$ cat config.mk
export PLATFORM = sky130hd
export DESIGN_NAME = pheap_level_stage
export DESIGN_NICKNAME = d
export VERILOG_FILES = /design/src/rtl/pheap_level_stage.sv
export SDC_FILE = /design/constraint.sdc
export NUM_CORES = 1
export LEC_CHECK = 0
export CAP_MARGIN = 20
export CORE_ASPECT_RATIO = 1.4
export CORE_MARGIN = 4
export CORE_UTILIZATION = 45
export CTS_BUF_LIST = sky130_fd_sc_hd__clkbuf_2
export CTS_CLUSTER_DIAMETER = 150
export DETAILED_ROUTE_END_ITERATION = 12
export PLACE_DENSITY = 0.69
export SLEW_MARGIN = 20
export SYNTH_ARGS = -nofsm -noshare
export SYNTH_HDL_FRONTEND = slang
export SYNTH_SLANG_ARGS = --single-unit
$ cat constraint.sdc
create_clock -name clk -period 3.5 [get_ports clk]
set_input_delay 0.7 -clock clk [delete_from_list [all_inputs] [get_ports clk]]
set_output_delay 0.7 -clock clk [all_outputs]
set_load 0.05 [all_outputs]
$ cat src/rtl/pheap_level_stage.sv
// P-heap level pipeline stage for levels 2..LEVELS: owns one level's node memory,
// applies LEQ/DEQ commands from the level above and steers the displaced value downward.
package pheap_types_pkg;
    localparam int unsigned LEVELS = 4;
    localparam int unsigned PV_W   = 32;

    typedef enum logic {LEQ = 1'b0, DEQ = 1'b1} opcode_t;
    typedef enum logic [1:0] {DONE = 2'd0, WAIT = 2'd1, NEXT_LEVEL = 2'd2} done_t;

    typedef struct packed {
        logic [PV_W-1:0]   pv;
        logic [LEVELS-1:0] capacity;
        logic              active;
    } entry_t;
endpackage

module pheap_level_stage
    import pheap_types_pkg::*;
#(
    parameter int unsigned LEVEL  = 2,
    parameter int unsigned LEVELS = pheap_types_pkg::LEVELS
) (
    input  logic              clk,
    input  logic              rst,
    input  logic              start,
    input  opcode_t           op,
    input  logic [31:0]       in,
    input  logic [LEVELS-1:0] addrIn,
    input  logic [LEVELS-1:0] parRaddr,
    output entry_t            parBotL,
    output entry_t            parBotR,
    input  entry_t            rBotL,
    input  entry_t            rBotR,
    output logic [LEVELS-1:0] raddrBot,
    output logic              ready,
    output done_t             done,
    output logic              endPos,
    output logic [LEVELS-1:0] addrOut,
    output logic [31:0]       out,
    output logic              err
);
    localparam int unsigned NODES = 2 ** (LEVEL - 1);
    localparam int unsigned IDX_W = LEVEL - 1;
    localparam logic [LEVELS-1:0] CAP_RST = LEVELS'(2 ** (LEVELS - LEVEL + 1) - 1);
    localparam entry_t RST_ENTRY = '{pv: '0, capacity: CAP_RST, active: 1'b0};

    typedef enum logic {IDLE = 1'b0, EXEC = 1'b1} state_t;

    state_t              state, state_nxt;
    entry_t              mem [NODES];
    entry_t              node_q;
    logic [LEVELS-2:0]   addr_q;
    opcode_t             op_q;
    logic [31:0]         in_q;
    logic [IDX_W-1:0]    idx_in, idx_q, idx_l, idx_r;
    logic                accept;
    logic                wr_en;
    entry_t              wr_data;
    done_t               done_nxt;
    logic [31:0]         out_nxt;
    logic                endpos_nxt, err_nxt, ready_nxt;
    logic [LEVELS-1:0]   addrout_nxt;
    logic                unused;

    assign accept   = (state == IDLE) && start;
    assign idx_in   = addrIn[IDX_W-1:0];
    assign idx_q    = addr_q[IDX_W-1:0];
    assign idx_l    = IDX_W'({parRaddr, 1'b0});
    assign idx_r    = IDX_W'({parRaddr, 1'b1});
    // Pair address reaches the next level in the start cycle so its children are ready in EXEC.
    assign raddrBot = accept ? addrIn : '0;
    assign unused   = ^{rBotR.capacity, addr_q};

    // Next-state, node update and result computation
    always_comb begin
        state_nxt   = state;
        done_nxt    = DONE;
        out_nxt     = '0;
        endpos_nxt  = 1'b0;
        err_nxt     = 1'b0;
        ready_nxt   = 1'b1;
        addrout_nxt = '0;
        wr_en       = 1'b0;
        wr_data     = node_q;
        case (state)
            IDLE: begin
                if (start) begin
                    state_nxt = EXEC;
                    done_nxt  = WAIT;
                    ready_nxt = 1'b0;
                end
            end
            EXEC: begin
                state_nxt = IDLE;
                if (op_q == LEQ) begin
                    if (!node_q.active) begin
                        wr_en   = 1'b1;
                        wr_data = '{pv: in_q, capacity: node_q.capacity - LEVELS'(1), active: 1'b1};
                    end else if (node_q.capacity == '0) begin
                        err_nxt = 1'b1;
                    end else begin
                        wr_en            = 1'b1;
                        wr_data.capacity = node_q.capacity - LEVELS'(1);
                        done_nxt         = NEXT_LEVEL;
                        endpos_nxt       = (rBotL.capacity == '0);
                        // Ties keep the resident value and push the incoming one down.
                        if (in_q > node_q.pv) begin
                            wr_data.pv = in_q;
                            out_nxt    = node_q.pv;
                        end else begin
                            out_nxt    = in_q;
                        end
                    end
                end else begin
                    if (!node_q.active) begin
                        err_nxt = 1'b1;
                    end else begin
                        wr_en            = 1'b1;
                        out_nxt          = node_q.pv;
                        wr_data.capacity = node_q.capacity + LEVELS'(1);
                        if ((LEVEL == LEVELS) || (!rBotL.active && !rBotR.active)) begin
                            wr_data.pv     = '0;
                            wr_data.active = 1'b0;
                        end else if (rBotL.active && (!rBotR.active || rBotL.pv >= rBotR.pv)) begin
                            wr_data.pv = rBotL.pv;
                            done_nxt   = NEXT_LEVEL;
                        end else begin
                            wr_data.pv = rBotR.pv;
                            endpos_nxt = 1'b1;
                            done_nxt   = NEXT_LEVEL;
                        end
                    end
                end
                addrout_nxt = LEVELS'({addr_q, endpos_nxt});
            end
            default: state_nxt = IDLE;
        endcase
    end

    // Control state, captured command and registered outputs
    always_ff @(posedge clk or negedge rst) begin
        if (!rst) begin
            state   <= IDLE;
            node_q  <= RST_ENTRY;
            addr_q  <= '0;
            op_q    <= LEQ;
            in_q    <= '0;
            done    <= DONE;
            out     <= '0;
            endPos  <= 1'b0;
            addrOut <= '0;
            err     <= 1'b0;
            ready   <= 1'b1;
        end else begin
            state   <= state_nxt;
            done    <= done_nxt;
            out     <= out_nxt;
            endPos  <= endpos_nxt;
            addrOut <= addrout_nxt;
            err     <= err_nxt;
            ready   <= ready_nxt;
            if (accept) begin
                node_q <= mem[idx_in];
                addr_q <= addrIn[LEVELS-2:0];
                op_q   <= op;
                in_q   <= in;
            end
        end
    end

    // Node memory and child-pair read port with write-forwarding
    always_ff @(posedge clk or negedge rst) begin
        if (!rst) begin
            for (int i = 0; i < NODES; i++) mem[i] <= RST_ENTRY;
            parBotL <= RST_ENTRY;
            parBotR <= RST_ENTRY;
        end else begin
            if (wr_en) mem[idx_q] <= wr_data;
            parBotL <= (wr_en && idx_q == idx_l) ? wr_data : mem[idx_l];
            parBotR <= (wr_en && idx_q == idx_r) ? wr_data : mem[idx_r];
        end
    end
endmodule

======== Word level (Yosys, flattened, before mapping) ========
Index checks and enable logic that the tools add are counted.
cells by class
  bitwise gates (word level) .............. 4
  $lt $le $gt $ge ......................... 5
  reduce and logical (&&, ||, !) cells .... 11
  $add $sub $neg .......................... 2
  multiplexer cells ....................... 53
operators by type and width
  cell                                                count
  two-way mux 37 bit                                  9
  two-way mux 32 bit                                  9
  bitwise mux 74 bit                                  1
  two-way mux 36 bit                                  2
  demux 37 bit (select 1 bit)                         1
  >= comparator 32 bit                                1
  greater-than comparator 32 bit                      1
  two-way mux 1 bit                                   22
  two-way mux 2 bit                                   5
  zero test 4 bit                                     2
  two-way mux 4 bit                                   2
  logical AND 1 bit                                   6
  adder 4 x 1 -> 4 bit, second input constant         1
  >= comparator 2 bit, second input constant          2
  NOT 1 -> 2 bit                                      2
  case mux 2 bit (2 select lines)                     1
  subtractor 4 x 1 -> 4 bit, second input constant    1
  zero test 1 bit                                     2
  < comparator 2 x 1 -> 1 bit, second input constant  1
  NOT 1 bit                                           2
  case mux 1 bit (2 select lines)                     1
  logical OR 1 bit                                    1
word-level totals
  input bits .............................. 118
  output and inout port bits .............. 119
  logic and storage cells ................. 100
  flip-flop bits (word level) ............. 263

======== Logic depth before layout (Yosys ltp) ========
Gate-level depths: netlist of the first run.
  word-level depth ........................ 9
  mapped depth ............................ 12
  gate-level depth less buffers ........... 10

======== Least setup slack after synthesis of the first run ========
No wires, ideal clock.
  path kind ............................... register to register
  start point ............................. register in_q[31]
  end point ............................... register mem[25] (netlist bit)
  data required time ...................... 3,409 ps
  clock period less this slack ............ 2,748 ps
  library setup time ...................... 91 ps
  cell stages (with the launch flop) ...... 11
  slack ................................... 752 ps
  path buffers ............................ 1
  arrival time ............................ 2,657 ps
  cell sequence ........................... dfrtp_1 > ha_1 > nand4_2 > or4_1 > a211o_1 > a31oi_2 > or3_2 > a21boi_4 > buf_6 > o221ai_2 > a31oi_1
between the ends
  cells in the longest elaborated chain, start to end .. 7
ends and longest elaborated chain
  what                            RTL line  source
  start: declaration              54        logic [31:0] in_q;
  start signal: assignment        166       in_q <= in;
  greater-than comparator 32 bit  107       if (in_q > node_q.pv) begin
  two-way mux 32 bit              107
  two-way mux 36 bit              99        end else if (node_q.capacity == '0) begin
  two-way mux 36 bit              96        if (!node_q.active) begin
  two-way mux 37 bit              95        if (op_q == LEQ) begin
  two-way mux 37 bit              85        case (state)
  bitwise mux 74 bit              178       if (wr_en) mem[idx_q] <= wr_data;
  end signal: indexed assignment  178
  end: declaration                50        entry_t mem [NODES];
Every way passes these cells.
A chain may end at the register's enable or synchronous reset.

======== Final worst setup path of the first run ========
  start point ............................. register node_q[20] (netlist bit)
  end point ............................... register mem[52] (netlist bit)
between the ends
  cells in the longest elaborated chain, start to end .. 7
ends and longest elaborated chain
  what                            RTL line  source
  start: declaration              51        entry_t node_q;
  start signal: assignment        163       node_q <= mem[idx_in];
  greater-than comparator 32 bit  107
  two-way mux 32 bit              107
  two-way mux 36 bit              99
  two-way mux 36 bit              96
  two-way mux 37 bit              95
  two-way mux 37 bit              85
  bitwise mux 74 bit              178
Every way passes these cells.

==> results by group, run 1 <==
Outcome
  – Status: finished clean

Yosys
  – Syn Area/Cell: approximately 10 µm²
  – Post-Syn Nets: roughly 1400
  – Yosys top cell by area: dfrtp_1
  – Yosys reg bits: approximately 260
  – Synth unique cells: 53
  – Yosys warning count: 0
  – FFs w/ async S/R, synth: 100%
  – Post-Syn Area: 12300 µm²
  – Area contributors post-synth: dfrtp_1 (50%), ha_1 (6.7%), nor2_1 (4.8%), nand2_1 (3.6%), dfstp_2 (3.4%)
  – Post-synth EDFFs: 0
  – Dominant synthesized flop cell: dfrtp_1
  – Post-synthesis sequential area ratio: 53.2%
  – Share of the synthesized area in the top cell type: 49.8%
  – Synth Instances: ~1200

Clock network
  – Worst-case clock buffer depth: 3
  – Clock transition at path regs: between 100 and 150 ps
  – Worst-Skew Late Latency: between 800 and 900 ps
  – CTS Sinks: about 260
  – CTS tree: done
  – H-tree depth: 2
  – Clk Tree Root Cell: clkbuf_2
  – Total CTS buffers: 60

Place
  – Routability cong.: 0.860
  – Post-placement cell count: around 1800
  – Post-DP HPWL: roughly 25 mm
  – Buffers on Ports: between 200 and 250

Timing
  – Relative slew slack: 21.5%
  – Final Hold Viols: 0
  – Layout Skew: around 62 ps
  – Final setup viols: 0
  – Tcrit/Tclk final: a little over nine tenths
  – Tmin final: 3320 ps
  – Achievable clock frequency: ~300 MHz
  – Unrepaired setup endpoints after global routing: no
  – Final Max Tran Viols: 0
  – Worst Max-Slew Pin Slew: about 1200 ps
  – Fin Hold WS: roughly 320 ps

Routing
  – DRT Pass-1 Iters: 5
  – DRC viols: 0
  – Via/cell ratio: 5.42
  – Wire per inst: around 19 µm
  – Initial DRC Count: about 650
  – DR vias: around 11000
  – Antenna-violating nets left: 0
  – Drt total wl: 36.8 mm

Cells and area
  – Area delta synth->final: 31.9%
  – Fin cells: around 2000
  – Share of layout cells above drive strength 1: approximately 16%
  – Layout net count: 1723
  – Fillers: around 2300
  – Commonest non-fill, non-tap cell in the layout: dfrtp_1
  – Commonest non-fill, non-tap cells in the layout: dfrtp_1 (245), clkdlybuf4s50_1 (222), nor2_1 (155)

Worst setup path
  – WS Path Type: register to register
  – CP max stage delay: about 550 ps
  – CP required: roughly 4200 ps
  – Critical path's slowest cell: or3_2
  – Critical Path Sink Type: register
  – Reg2reg end: mem[52]$_DFFE_PN0P_
  – Worst-path maximum fanout: 4
  – CP cell instances: inv_1 > ha_1 > nand4_1 > nor4_2 > buf_4 > a31o_2 > a21oi_2 > or3_2 > a21boi_4 > buf_4 > o221ai_1 > a31oi_1
  – Critical Path Most Common Cell: buf_4
  – Arr. time, crit path: between 4000 and 5000 ps
  – Reg2Reg Depth: 12
  – Type of origin of the critical path: register
  – RR Startpoint: node_q[20]$_DFFE_PN0P_
  – Reg-to-reg setup timing slack: approximately 180 ps

Global route
  – Largest net degree at the start of global routing: 84
  – Gr ovfl total: 0
  – GR peak layer: met2
  – Initial antenna violation count: 4
  – Met2 usage: between 40% and 50%
  – GRT Util Overall: about a quarter
  – Met3 Usage GRT: 3.87%
  – Vias in the first global route: 10900
  – Wire length of the first global-routing pass: between 50 and 60 mm
  – GR Util met1: between 20% and 30%

Min path
  – Worst Hold Path EP: addr_q[0]$_DFFE_PN0P_
  – Hold Startpoint: addrIn[0]
  – Hold/Removal Path Class: primary input to register
  – Worst Hold Depth: 3

Power
  – VDD IR-drop max: between 0.5 and 0.6 mV
  – Pwr/cell area: ~800 nW/µm²
  – Pleak: a little over 7 nW

Job
  – Maxcap violations: 0

Floorplan
  – Core Box Area: 26900 µm²
  – Site row count: 71
  – Die height: 204 µm
  – I/O Pins: ~240
  – Die W: ~150 µm
  – Initial Util: a little under half
  – Die area: 30100 µm²
state kept, by name (all words and copies together) (netlist names):
signal / cells
mem: 74
node_q: 37
parBotL: 37
parBotR: 37
in_q: 32
out: 32
addrOut: 4
addr_q: 3
done: 2
err: 1
op_q: 1
ready: 1
repair_timing:
item | CTS | global route
resized for setup | 1 | 5
pin swaps | 1 | 0
setup buffers | 2 | 3
hold endpoints to repair | 65 | 0
hold buffers | 1 | 0
gates cloned | 2 | 0
endpoints found under the setup margin | 92 | 71
Yosys cell counts, types with 2 or more instances:
library cell and n:
dfrtp_1 245, nor2_1 156, nand2_1 118, a21oi_1 83
inv_1 77, a31oi_1 66, ha_1 66, clkbuf_1 64
o21a_1 55, o21ai_0 50, mux2i_1 39, nor3_1 34
a22oi_1 33, o221ai_2 19, dfstp_2 16, nand4_1 11
o221ai_1 11, and2_1 8, o22ai_1 8, a21o_1 6
buf_2 6, nand3_1 6, buf_1 5, nor2b_1 5
mux2_2 4, nor4_1 4, nand2b_1 3, nand3b_1 3
buf_4 2, buf_6 2, o211ai_1 2, o31ai_1 2
stage by stage:
step           total power, mW  setup TNS [ps]  utilization (%)  cell area (µm²)  setup WS (ps)
2_1_floorplan             8.68               0                -            12300            752
3_3_place_gp              10.8          -30970             57.7            15500           -380
3_5_place_dp              10.9          -34870             57.7            15500           -395
4_1_cts                   13.0               0             60.0            16200           42.5
5_1_grt                   13.7               0             60.3            16200           24.4
6_report                  12.9               0             60.3            16200            180
layer usage:
layer  vias up  part of all wire, %
li1       4997                    -
met3       105                  5.9
met2       394                   50
met1      5104                   39
met4         0                  5.1
met5         -                    0
worst max-delay path by stage:
| stage | start | end | slack (ps) |
|---|---|---|---|
| after global routing | node_q[20]$_DFFE_PN0P_ | mem[52]$_DFFE_PN0P_ | 20 |
| final | node_q[20]$_DFFE_PN0P_ | mem[52]$_DFFE_PN0P_ | 180 |
| after CTS | node_q[20]$_DFFE_PN0P_ | mem[34]$_DFFE_PN0P_ | 40 |
| after floorplan | in_q[31]$_DFFE_PN0P_ | mem[25]$_DFFE_PN0P_ | 750 |
| after detailed placement | rBotR[7] | parBotR[25]$_DFF_PN0_ | -390 |
| after global placement | rBotR[20] | parBotR[25]$_DFF_PN0_ | -380 |
power breakdown:
| part | switching (mW) | leakage [nW] | internal [mW] | total [mW] |
|---|---|---|---|---|
| Combinational | 3.85 | 4.03 | 2.24 | 6.09 |
| Sequential | 0.672 | 2.81 | 4.20 | 4.87 |
| Clock | 1.21 | 0.411 | 0.751 | 1.97 |
| Total | 5.73 | 7.25 | 7.19 | 12.9 |
cells by family (layout without fill, tap and decap cells):
| logic type | count (synthesis) | after routing | synth area share, % |
|---|---|---|---|
| AND/OR/NAND/NOR | 357 | 357 | 12.4 |
| AO/OA/AOI/OAI | 346 | 348 | 19.1 |
| flip-flops | 261 | 261 | 53.2 |
| buffers and inverters | 157 | 511 | 5.03 |
| adder cells (fa/ha/maj) | 66 | 66 | 6.71 |
| multiplexers | 43 | 43 | 3.54 |
| other | 0 | 4 | 0 |
cell type report:
type | count | area [µm²] | share of cell area (%)
sequential | 261 | 6550 | 40.4
multi-input combinational | 814 | 5240 | 32.3
timing repair buffer | 324 | 3110 | 19.2
tap | 365 | 457 | 2.81
clock buffer | 74 | 370 | 2.28
inverter | 78 | 294 | 1.81
clock inverter | 35 | 196 | 1.21
antenna | 4 | 10.0 | 0.0617
worst max-delay path: cells and delay by family (launching register included):
| family | cells | cell delay [ps] |
|---|---|---|
| and+or+nand+nor | 3 | 1140 |
| AOI/OAI and AO/OA | 5 | 840 |
| DFF | 1 | 450 |
| buffers and inverters | 3 | 440 |
| adders and majority gates | 1 | 320 |
No activity file was read; power rests on OpenSTA's default activity.
==> inputs of run 2 (changes only) <==
--- a/config.mk
+++ b/config.mk
@@ -5,6 +5,7 @@
 export SDC_FILE = /design/constraint.sdc
 export NUM_CORES = 1
 export LEC_CHECK = 0
+export ABC_CLOCK_PERIOD_IN_PS = 3500
 export CAP_MARGIN = 20
 export CORE_ASPECT_RATIO = 1.4
 export CORE_MARGIN = 4
==> results of run 2 <==
No change in the layout: final DEF, timing and power equal those of run 1.
